===== config.mk =====
export PLATFORM = sky130hd
export DESIGN_NAME = module_bcd_display
export DESIGN_NICKNAME = d
export VERILOG_FILES = /design/src/rtl/module_bcd_display.sv
export SDC_FILE = /design/constraint.sdc
export NUM_CORES = 1
export LEC_CHECK = 0
export CAP_MARGIN = 20
export CORE_MARGIN = 1.5
export CORE_UTILIZATION = 55
export DETAILED_ROUTE_END_ITERATION = 6
export MAX_ROUTING_LAYER = met4
export PLACE_DENSITY = 0.77
export SLEW_MARGIN = 20
export SYNTH_ARGS = -nofsm -noshare
export SYNTH_HDL_FRONTEND = slang
export SYNTH_SLANG_ARGS = --single-unit

===== constraint.sdc =====
create_clock -name clk -period 3.97 [get_ports clk]
set_input_delay 0.9925 -clock clk [delete_from_list [all_inputs] [get_ports clk]]
set_output_delay 0.9925 -clock clk [all_outputs]
set_load 0.02 [all_outputs]

===== src/rtl/module_bcd_display.sv =====
// Signed binary to sign + BCD converter for the 7-segment path.
// Uses iterative double dabble (one bit per clock) behind a start/busy/valid handshake.
module module_bcd_display #(
  parameter int IN_W   = 16,
  parameter int DIGITS = 4
) (
  input  logic                  clk,
  input  logic                  rst,
  input  logic                  start,
  input  logic [IN_W-1:0]       dato_i,
  output logic                  busy,
  output logic                  valid,
  output logic                  signo_o,
  output logic [4*DIGITS-1:0]   bcd_o,
  output logic                  ovf
);

  localparam int          ACC_W = 4 * (DIGITS + 1);
  localparam int          CNT_W = (IN_W > 1) ? $clog2(IN_W) : 1;
  localparam logic [63:0] LIMIT = 64'(10**DIGITS - 1);

  typedef enum logic [1:0] {IDLE, ABS, SHIFT, DONE} state_t;

  state_t              state_q, state_d;
  logic [IN_W-1:0]     din_q, din_d;
  logic [IN_W-1:0]     mag_q, mag_d;
  logic [ACC_W-1:0]    acc_q, acc_d;
  logic [CNT_W-1:0]    cnt_q, cnt_d;
  logic                sign_q, sign_d;
  logic                ovfl_q, ovfl_d;
  logic                signo_q, signo_d;
  logic                ovf_q, ovf_d;
  logic [4*DIGITS-1:0] bcd_q, bcd_d;

  logic [IN_W:0]       ext, mag_full;
  logic [ACC_W-1:0]    adj, acc_sh;

  always_ff @(posedge clk or negedge rst) begin
    if (!rst) begin
      state_q <= IDLE;
      din_q   <= '0;
      mag_q   <= '0;
      acc_q   <= '0;
      cnt_q   <= '0;
      sign_q  <= 1'b0;
      ovfl_q  <= 1'b0;
      signo_q <= 1'b0;
      ovf_q   <= 1'b0;
      bcd_q   <= '0;
    end else begin
      state_q <= state_d;
      din_q   <= din_d;
      mag_q   <= mag_d;
      acc_q   <= acc_d;
      cnt_q   <= cnt_d;
      sign_q  <= sign_d;
      ovfl_q  <= ovfl_d;
      signo_q <= signo_d;
      ovf_q   <= ovf_d;
      bcd_q   <= bcd_d;
    end
  end

  always_comb begin
    state_d = state_q;
    din_d   = din_q;
    mag_d   = mag_q;
    acc_d   = acc_q;
    cnt_d   = cnt_q;
    sign_d  = sign_q;
    ovfl_d  = ovfl_q;
    signo_d = signo_q;
    ovf_d   = ovf_q;
    bcd_d   = bcd_q;

    // One extra bit so the most negative input has an exact magnitude.
    ext      = {din_q[IN_W-1], din_q};
    mag_full = din_q[IN_W-1] ? -ext : ext;

    for (int i = 0; i < DIGITS + 1; i++)
      adj[4*i +: 4] = (acc_q[4*i +: 4] >= 4'd5) ? acc_q[4*i +: 4] + 4'd3 : acc_q[4*i +: 4];
    acc_sh = ACC_W'({adj, mag_q[IN_W-1]});

    case (state_q)
      IDLE: begin
        if (start) begin
          din_d   = dato_i;
          state_d = ABS;
        end
      end
      ABS: begin
        sign_d  = din_q[IN_W-1];
        ovfl_d  = {{(63-IN_W){1'b0}}, mag_full} > LIMIT;
        mag_d   = mag_full[IN_W-1:0];
        acc_d   = '0;
        cnt_d   = '0;
        state_d = SHIFT;
      end
      SHIFT: begin
        acc_d = acc_sh;
        mag_d = {mag_q[IN_W-2:0], 1'b0};
        cnt_d = cnt_q + CNT_W'(1);
        // Outputs load on the final shift so they are already stable while valid is high.
        if (cnt_q == CNT_W'(IN_W - 1)) begin
          bcd_d   = ovfl_q ? {DIGITS{4'h9}} : acc_sh[4*DIGITS-1:0];
          signo_d = sign_q;
          ovf_d   = ovfl_q;
          state_d = DONE;
        end
      end
      DONE:    state_d = IDLE;
      default: state_d = IDLE;
    endcase
  end

  assign busy    = (state_q != IDLE);
  assign valid   = (state_q == DONE);
  assign signo_o = signo_q;
  assign ovf     = ovf_q;
  assign bcd_o   = bcd_q;

endmodule


==> out/qor.yml, run 1 <==
hold_path:
  hold_path_end: "bcd_o[5]"
  whs_path_depth: 2
  timing.hold.worst.class: "flop to flop"
  hold_path_startpoint: "bcd_o[5]"
cts:
  cts_root_buffer: "sky130_fd_sc_hd__clkbuf_8"
  cts_tree: "built"
  htreeDepth: 3
  clk_transition_reported_paths_ns: 0.07
  cts_buffers: 9
  ctsLongestPathBuffers: 2
  holdBufCountCts: 0
  cts_post_setup_buffers_inserted: 0
  cts_num_sinks: 74
  postcts_resize_cnt: 0
  worst_skew_pair_later_pin_latency_ns: 0.35
pwr:
  power_uw: 3130
  vdd_ir_drop_max_mv: 0.428
  power_leakage_uw: 0.00187
  power.density_nw_per_um2: 695
critical_path:
  r2r-start: "din_q[0]"
  worst_path_largest_cell_delay_ns: 0.60
  cp_cell_instances: "inv_1 -> ha_1 -> inv_1 -> clkdlybuf4s50_1"
  worst_path_most_repeated_cell: "sky130_fd_sc_hd__inv_1"
  worst_ep_arrival_time_ns: 1.76
  regToRegEndpoint: "mag_q[6]"
  r2r_setup_slack_ns: 1.74
  path_type_of_the_worst_setup_path: "flop to primary output"
  setup.worst_path.start_class: "flop"
  critical_path.max_fanout: 4
  timing.reg2reg.worst_path_depth: 7
  timing.critical_path.slowest_stage_cell: "sky130_fd_sc_hd__clkdlybuf4s50_1"
  timing.critical_path.to_type: "primary output"
  cp.required_ns: 2.98
floorplanning:
  ioPinCount: 39
  initial_core_util: 0.570
  floorplan.core_area_um2: 6790
  std_cell_rows: 30
  dieArea_um2: 7550
  die-width_um: 86.9
  die_h_um: 86.9
finish:
  area_growth_syn_to_layout_pct: 16.3
  diodes: 0
  final_design_area_no_fill_um2: 4500
  layoutNonFillerInstCount: 507
  n_fill_cell: 553
  finish.net_count: 440
  post_route_cells_drive_above_1_share: 0.151
yosys:
  post_synth_instance_area_um2: 3870
  synth.distinct_cells: 48
  syn_inst: 374
  post_synthesis_register_bit_count: 74
  synth_top_family_by_area: "compound AO/OA/AOI/OAI gates"
  postSynthAreaPerCell_um2: 10.4
  synth_warn: 0
  mappedNetlistNets: 408
  synth-simple-area-share: 0.108
  xor_and_xnor_area_share_after_synthesis: 0.0385
  synthMuxAreaShare: 0.104
  synth_flop_cell: "sky130_fd_sc_hd__dfrtp_1"
  synth_fa_ha_area_frac: 0.0485
  synth-compound-area-share: 0.169
  synth_edf_count: 0
  postSynth.asyncResetShare: 1.00
  synth_seq_area_share: 0.478
detailed_routing:
  drtAntennaViolNets: 0
  routed_wire_length_per_instance_um: 14.5
  detail_route.iter0.violations: 201
  detail_route.first_pass.iterations: 4
  via_count: 2831
  detail_route.drc_violations: 0
  finalWirelength_um: 7370
  via_per_inst: 5.58
global_routing:
  wire_length_of_the_first_global_routing_pass_um: 12500
  initial_antenna_violation_count: 0
  track_usage: 0.220
  first_global_vias: 2707
  maximum_number_of_pins_on_one_net_before_global_route_repair: 58
  grt-ovfl-total: 0
run_status:
  status: "finished, final reports clean"
sta:
  relSlewSlack: 0.515
  worst_hold_slack_ns: 0.480
  maxClockFrequency_ghz: 0.364
  final_period_minus_worst_setup_slack_ns: 2.75
  worst_slew_pin_slew_ns: 0.727
  rsz0062_at_grt: "no"
  final_number_of_setup_violating_endpoints: 0
  post_route_fraction_of_the_period_consumed_by_the_critical_path: 0.693
  final-hold-violation-count: 0
  setup_tns_ns: 0
  slew_viol_final: 0
  finClkSkew_ns: 0.00481
flow_run:
  max-cap-violations: 0
placement:
  port_buffers: 38
  placed_wire_length_estimate_um: 5050
  dpl_cell_area_um2: 4300
  dp_cells: 491
  gp_congestion: 0.846
[worst max-delay path by stage]
| stage | from | end | slack (ns) | cells after the start |
|---|---|---|---|---|
| final | state_q[0] | busy | 1.22 | 4 |
| after global routing | state_q[0] | busy | 1.14 | 4 |
| after CTS | state_q[0] | busy | 1.22 | 4 |
| after detailed placement | start | din_q[15] | 1.49 | 3 |
| after global placement | start | din_q[12] | 1.51 | 3 |
| after floorplan | din_q[0] | ovfl_q | 1.92 | 8 |
[synth_stat cells (2+ instances only)]
| cell | number | area, um^2 |
|---|---|---|
| sky130_fd_sc_hd__dfrtp_1 | 74 | 1850 |
| sky130_fd_sc_hd__mux2_2 | 33 | 372 |
| sky130_fd_sc_hd__nand2_1 | 30 | 113 |
| sky130_fd_sc_hd__inv_1 | 29 | 109 |
| sky130_fd_sc_hd__o21ai_0 | 25 | 125 |
| sky130_fd_sc_hd__clkbuf_1 | 16 | 60.1 |
| sky130_fd_sc_hd__ha_1 | 15 | 188 |
| sky130_fd_sc_hd__o22ai_1 | 15 | 93.8 |
| sky130_fd_sc_hd__nor2_1 | 14 | 52.6 |
| sky130_fd_sc_hd__o21ai_1 | 12 | 60.1 |
| sky130_fd_sc_hd__nand3_1 | 10 | 50.1 |
| sky130_fd_sc_hd__a21oi_1 | 9 | 45.0 |
| sky130_fd_sc_hd__xor2_1 | 9 | 78.8 |
| sky130_fd_sc_hd__o31ai_1 | 8 | 60.1 |
| sky130_fd_sc_hd__xnor2_1 | 8 | 70.1 |
| sky130_fd_sc_hd__nor2b_1 | 6 | 37.5 |
| sky130_fd_sc_hd__a31oi_1 | 5 | 31.3 |
| sky130_fd_sc_hd__nor3_1 | 5 | 25.0 |
| sky130_fd_sc_hd__a211oi_1 | 4 | 30.0 |
| sky130_fd_sc_hd__a22o_1 | 4 | 35.0 |
| sky130_fd_sc_hd__or3_1 | 4 | 25.0 |
| sky130_fd_sc_hd__mux2i_1 | 3 | 30.0 |
| sky130_fd_sc_hd__nand2b_1 | 3 | 18.8 |
| sky130_fd_sc_hd__a31o_2 | 2 | 17.5 |
| sky130_fd_sc_hd__buf_2 | 2 | 10.0 |
| sky130_fd_sc_hd__buf_6 | 2 | 22.5 |
| sky130_fd_sc_hd__nand4b_1 | 2 | 17.5 |
| sky130_fd_sc_hd__nor3b_1 | 2 | 15.0 |
| sky130_fd_sc_hd__o32ai_1 | 2 | 17.5 |
| sky130_fd_sc_hd__o41ai_2 | 2 | 32.5 |
| sky130_fd_sc_hd__or4_1 | 2 | 15.0 |
[placed cells by master, fill, tap and decap left out, types with 5 or more instances in the layout]
master and instances:
sky130_fd_sc_hd__nand2_1 30, sky130_fd_sc_hd__nand3_1 10, sky130_fd_sc_hd__mux2_2 33, sky130_fd_sc_hd__ha_1 15
sky130_fd_sc_hd__nor2b_1 6, sky130_fd_sc_hd__a21oi_1 9, sky130_fd_sc_hd__o21ai_1 12, sky130_fd_sc_hd__o22ai_1 15
sky130_fd_sc_hd__xnor2_1 8, sky130_fd_sc_hd__clkdlybuf4s50_1 37, sky130_fd_sc_hd__nor2_1 14, sky130_fd_sc_hd__o21ai_0 25
sky130_fd_sc_hd__a31oi_1 5, sky130_fd_sc_hd__inv_1 29, sky130_fd_sc_hd__o31ai_1 8, sky130_fd_sc_hd__dfrtp_1 74
sky130_fd_sc_hd__clkbuf_8 14, sky130_fd_sc_hd__nor3_1 5, sky130_fd_sc_hd__xor2_1 9
[registers in the layout, indices dropped and copies added, names as in the netlist]
name	count
signo_o	1
ovf	1
sign_q	1
ovfl_q	1
mag_q	16
acc_q	16
cnt_q	4
bcd_o	16
din_q	16
state_q	2
[through the flow]
| step | utilization | setup WS [ns] |
|---|---|---|
| final | 0.663 | 1.22 |
| after global routing | 0.663 | 1.14 |
| after CTS | 0.663 | 1.22 |
| after detailed placement | 0.633 | 1.49 |
| after global placement | 0.633 | 1.51 |
| after floorplan | - | 1.92 |
[where the power goes]
part           internal, uW  switching [uW]  total [uW]
clock                   312             265         577
combinational           624             721        1350
sequential              968             238        1210
total                  1900            1220        3130
[kinds of logic after synthesis]
group / count (synthesis)
buffers and inverters: 51
AO/OA/AOI/OAI: 97
multiplexers: 36
flip-flops: 74
AND/OR/NAND/NOR: 84
XOR/XNOR: 17
adder cells (fa/ha/maj): 15
[critical path: cells and delay by family, from the launching register on]
| kind | cells | cell delay, ns |
|---|---|---|
| flip-flops | 1 | 0.40 |
| buffers and inverters | 3 | 0.78 |
| adder cells (fa/ha/maj) | 1 | 0.22 |
[metal layers]
metal | vias to the layer above | global-route usage | wire [um]
met5 | - | - | 0
met4 | 0 | 0.114 | 214
met3 | 20 | 0.0313 | 227
met2 | 58 | 0.338 | 3430
met1 | 1364 | 0.285 | 3490
li1 | 1389 | - | -
[area by class of cell]
type	instances	area (um^2)	area share
Clock buffer	15	196	0.0436
Clock inverter	1	5.00	0.00111
Inverter	30	113	0.0250
Multi-Input combinational cell	249	1810	0.402
Sequential cell	74	1850	0.411
Tap cell	96	120	0.0267
Timing Repair Buffer	42	405	0.0901
(Power assumes the default switching activity.)
==> inputs of run 2 (changes only) <==
==> constraint.sdc (replaced) <==
create_clock -name clk -period 2.8 [get_ports clk]
set_input_delay 0.7 -clock clk [delete_from_list [all_inputs] [get_ports clk]]
set_output_delay 0.7 -clock clk [all_outputs]
set_load 0.02 [all_outputs]
==> run 2 against run 1 <==
  * Non-clock buffer count grew 3
  * Sequential share of layout area fell by 0.28 points
  * Highest routed layer unchanged
  * Critical endpoint unchanged
  * Flip-flop and latch count is the same
  * Via count rose by 0.67%
  * Total power up 43%
  * Clock skew up 0.0013 ns
  * Critical path depth stayed put
  * Clock power grew 46%
==> out/qor.yml, run 2 (synthesis gave the netlist of run 1 again) <==
sta:
  maxClockFrequency_ghz: 0.410
  rsz0062_at_grt: "no"  # unchanged
  post_route_fraction_of_the_period_consumed_by_the_critical_path: 0.872
  worst_slew_pin_slew_ns: 0.756  # was 0.727 ns
  final_period_minus_worst_setup_slack_ns: 2.44
  worst_hold_slack_ns: 0.348  # was 0.480 ns
  final_critical_path_setup_slack_ns: 0.358  # was 1.22 ns
  final-hold-violation-count: 0  # unchanged
  final_number_of_setup_violating_endpoints: 0  # unchanged
  relSlewSlack: 0.496  # was 0.515
  slew_viol_final: 0  # unchanged
  setup_tns_ns: 0  # unchanged
  finClkSkew_ns: 0.00612  # was 0.00481 ns
critical_path:
  worst_ep_arrival_time_ns: 1.74  # was 1.76 ns
  timing.reg2reg.worst_path_depth: 7  # unchanged
  timing.critical_path.slowest_stage_cell: "sky130_fd_sc_hd__clkdlybuf4s50_1"  # unchanged
  regToRegEndpoint: "ovfl_q"  # was mag_q[6]
  crit_family: "buffers and inverters"  # unchanged
  timing.critical_path.to_type: "primary output"  # unchanged
  critical_path.n_buffers_inverters: 3  # unchanged
  path_type_of_the_worst_setup_path: "flop to primary output"  # unchanged
  r2r_setup_slack_ns: 0.54  # was 1.74 ns
  worst_path_largest_cell_delay_ns: 0.60  # about the same
  r2r-start: "din_q[0]"  # unchanged
  cp.required_ns: 2.10  # was 2.98 ns
  setup.worst_path.start_class: "flop"  # unchanged
  worst_path_most_repeated_cell: "sky130_fd_sc_hd__inv_1"  # unchanged
  cp_cell_instances: "inv_1 -> ha_1 -> inv_1 -> clkdlybuf4s50_1"  # unchanged
  critical_path.max_fanout: 4  # unchanged
placement:
  gp_congestion: 0.824  # was 0.846
  placed_wire_length_estimate_um: 5090  # was 5050 um
  pre_cts_ws_ns: 0.579  # was 1.49 ns
  port_buffers: 38  # unchanged
  dpl_cell_area_um2: 4340  # was 4300 um^2
cts:
  postcts_resize_cnt: 0  # unchanged
  cts_post_setup_buffers_inserted: 0  # unchanged
  ctsLongestPathBuffers: 2  # unchanged
  cts_buffers: 9  # unchanged
  clk_transition_reported_paths_ns: 0.07  # about the same
  holdBufCountCts: 0  # unchanged
  htreeDepth: 3  # unchanged
  worst_skew_pair_later_pin_latency_ns: 0.35  # about the same
  cts_num_sinks: 74  # unchanged
  cts_tree: "built"  # unchanged
  cts_root_buffer: "sky130_fd_sc_hd__clkbuf_8"  # unchanged
detailed_routing:
  via_per_inst: 5.59  # was 5.58
  finalWirelength_um: 7260  # was 7370 um
  detail_route.drc_violations: 0  # unchanged
  drtAntennaViolNets: 0  # unchanged
  detail_route.iter0.violations: 131  # was 201
  routed_wire_length_per_instance_um: 14.2  # was 14.5 um
  via_count: 2850  # was 2831
  detail_route.first_pass.iterations: 4  # unchanged
pwr:
  power.switching_uw: 1710  # was 1220 uW
  cell_internal_pwr_uw: 2770  # was 1900 uW
  net_switching_fraction_of_the_power: 0.382  # was 0.391
  share_seq_of_total_power: 0.381  # was 0.385
  power.share.clock: 0.187  # was 0.185
  power_frac_comb: 0.432  # was 0.430
  vdd_ir_drop_max_mv: 0.544  # was 0.428 mV
  power.density_nw_per_um2: 990  # was 695 nW/um^2
  power_leakage_uw: 0.00189  # was 0.00187 uW
finish:
  top_library_cells_by_usage_in_the_layout_fill_and_taps_aside: "sky130_fd_sc_hd__dfrtp_1, sky130_fd_sc_hd__clkdlybuf4s50_1, sky130_fd_sc_hd__mux2_2"  # unchanged
  n_fill_cell: 533  # was 553
  mostFrequentLayoutCell: "sky130_fd_sc_hd__dfrtp_1"  # unchanged
  post_route_cells_drive_above_1_share: 0.152  # was 0.151
  finish.net_count: 443  # was 440
  area_taken_by_multi_input_logic_gates_um2: 1810  # unchanged
  area_growth_syn_to_layout_pct: 17.1  # was 16.3%
  area.sequential_um2: 1850  # unchanged
  final_design_area_no_fill_um2: 4530  # was 4500 um^2
  diodes: 0  # unchanged
floorplanning:
  std_cell_rows: 30  # unchanged
  die-width_um: 86.9  # unchanged
  die_h_um: 86.9  # unchanged
  dieArea_um2: 7550  # unchanged
  floorplan.core_area_um2: 6790  # unchanged
  ioPinCount: 39  # unchanged
  initial_core_util: 0.570  # unchanged
global_routing:
  first_global_vias: 2780  # was 2707
  wire_length_of_the_first_global_routing_pass_um: 12700  # was 12500 um
  maximum_number_of_pins_on_one_net_before_global_route_repair: 75  # was 58
  track_usage: 0.220  # about the same
  initial_antenna_violation_count: 0  # unchanged
  grt-ovfl-total: 0  # unchanged
run_status:
  status: "finished, final reports clean"  # unchanged
hold_path:
  timing.hold.worst.class: "input pin to asynchronous set/reset pin"  # was flop to flop
flow_run:
  max-cap-violations: 0  # unchanged
==> run 2: cell count changes in the layout (fill, tap and decap cells not counted), sizes merged <==
cell and change:
bufinv +1, clkbuf -1, buf +3
==> run 2: cell type report <==
type | instances | share of cell area
clock buffer | 14 | 0.0359
clock inverter | 2 | 0.00773
inverter | 30 | 0.0248
multi-input combinational | 249 | 0.399
sequential | 74 | 0.409
tap | 96 | 0.0265
timing repair buffer | 45 | 0.0972
==> run 2: worst max-delay path by stage <==
stage | depth (start not counted) | to | slack [ns] | start
after global routing | 4 | busy | 0.29 | state_q[0]
final | 4 | busy | 0.36 | state_q[0]
after detailed placement | 7 | ovfl_q | 0.58 | din_q[0]
after CTS | 4 | busy | 0.33 | state_q[0]
after global placement | 3 | din_q[10] | 0.63 | start
after floorplan | 8 | ovfl_q | 0.75 | din_q[0]
==> run 2: through the flow <==
step	cells	utilization	total power (uW)
6_report	510	0.667	4490
3_3_place_gp	494	0.638	3590
5_1_grt	510	0.667	4820
4_1_cts	510	0.667	4520
3_5_place_dp	494	0.638	3670
2_1_floorplan	374	-	3210
==> run 2: routing by layer <==
layer  track usage  vias up  part of all wire
li1              -     1406                 -
met1         0.275     1379              0.46
met2         0.359       52              0.49
met3        0.0408       13             0.031
met4        0.0762        0             0.015
met5             -        -                 0
==> run 2: power by group through the flow <==
stage	clock [uW]	combinational, uW	sequential [uW]
2_1_floorplan	0	1630	1580
3_3_place_gp	0	1880	1700
3_5_place_dp	0	1940	1730
4_1_cts	857	1960	1710
5_1_grt	899	2160	1760
6_report	841	1940	1710
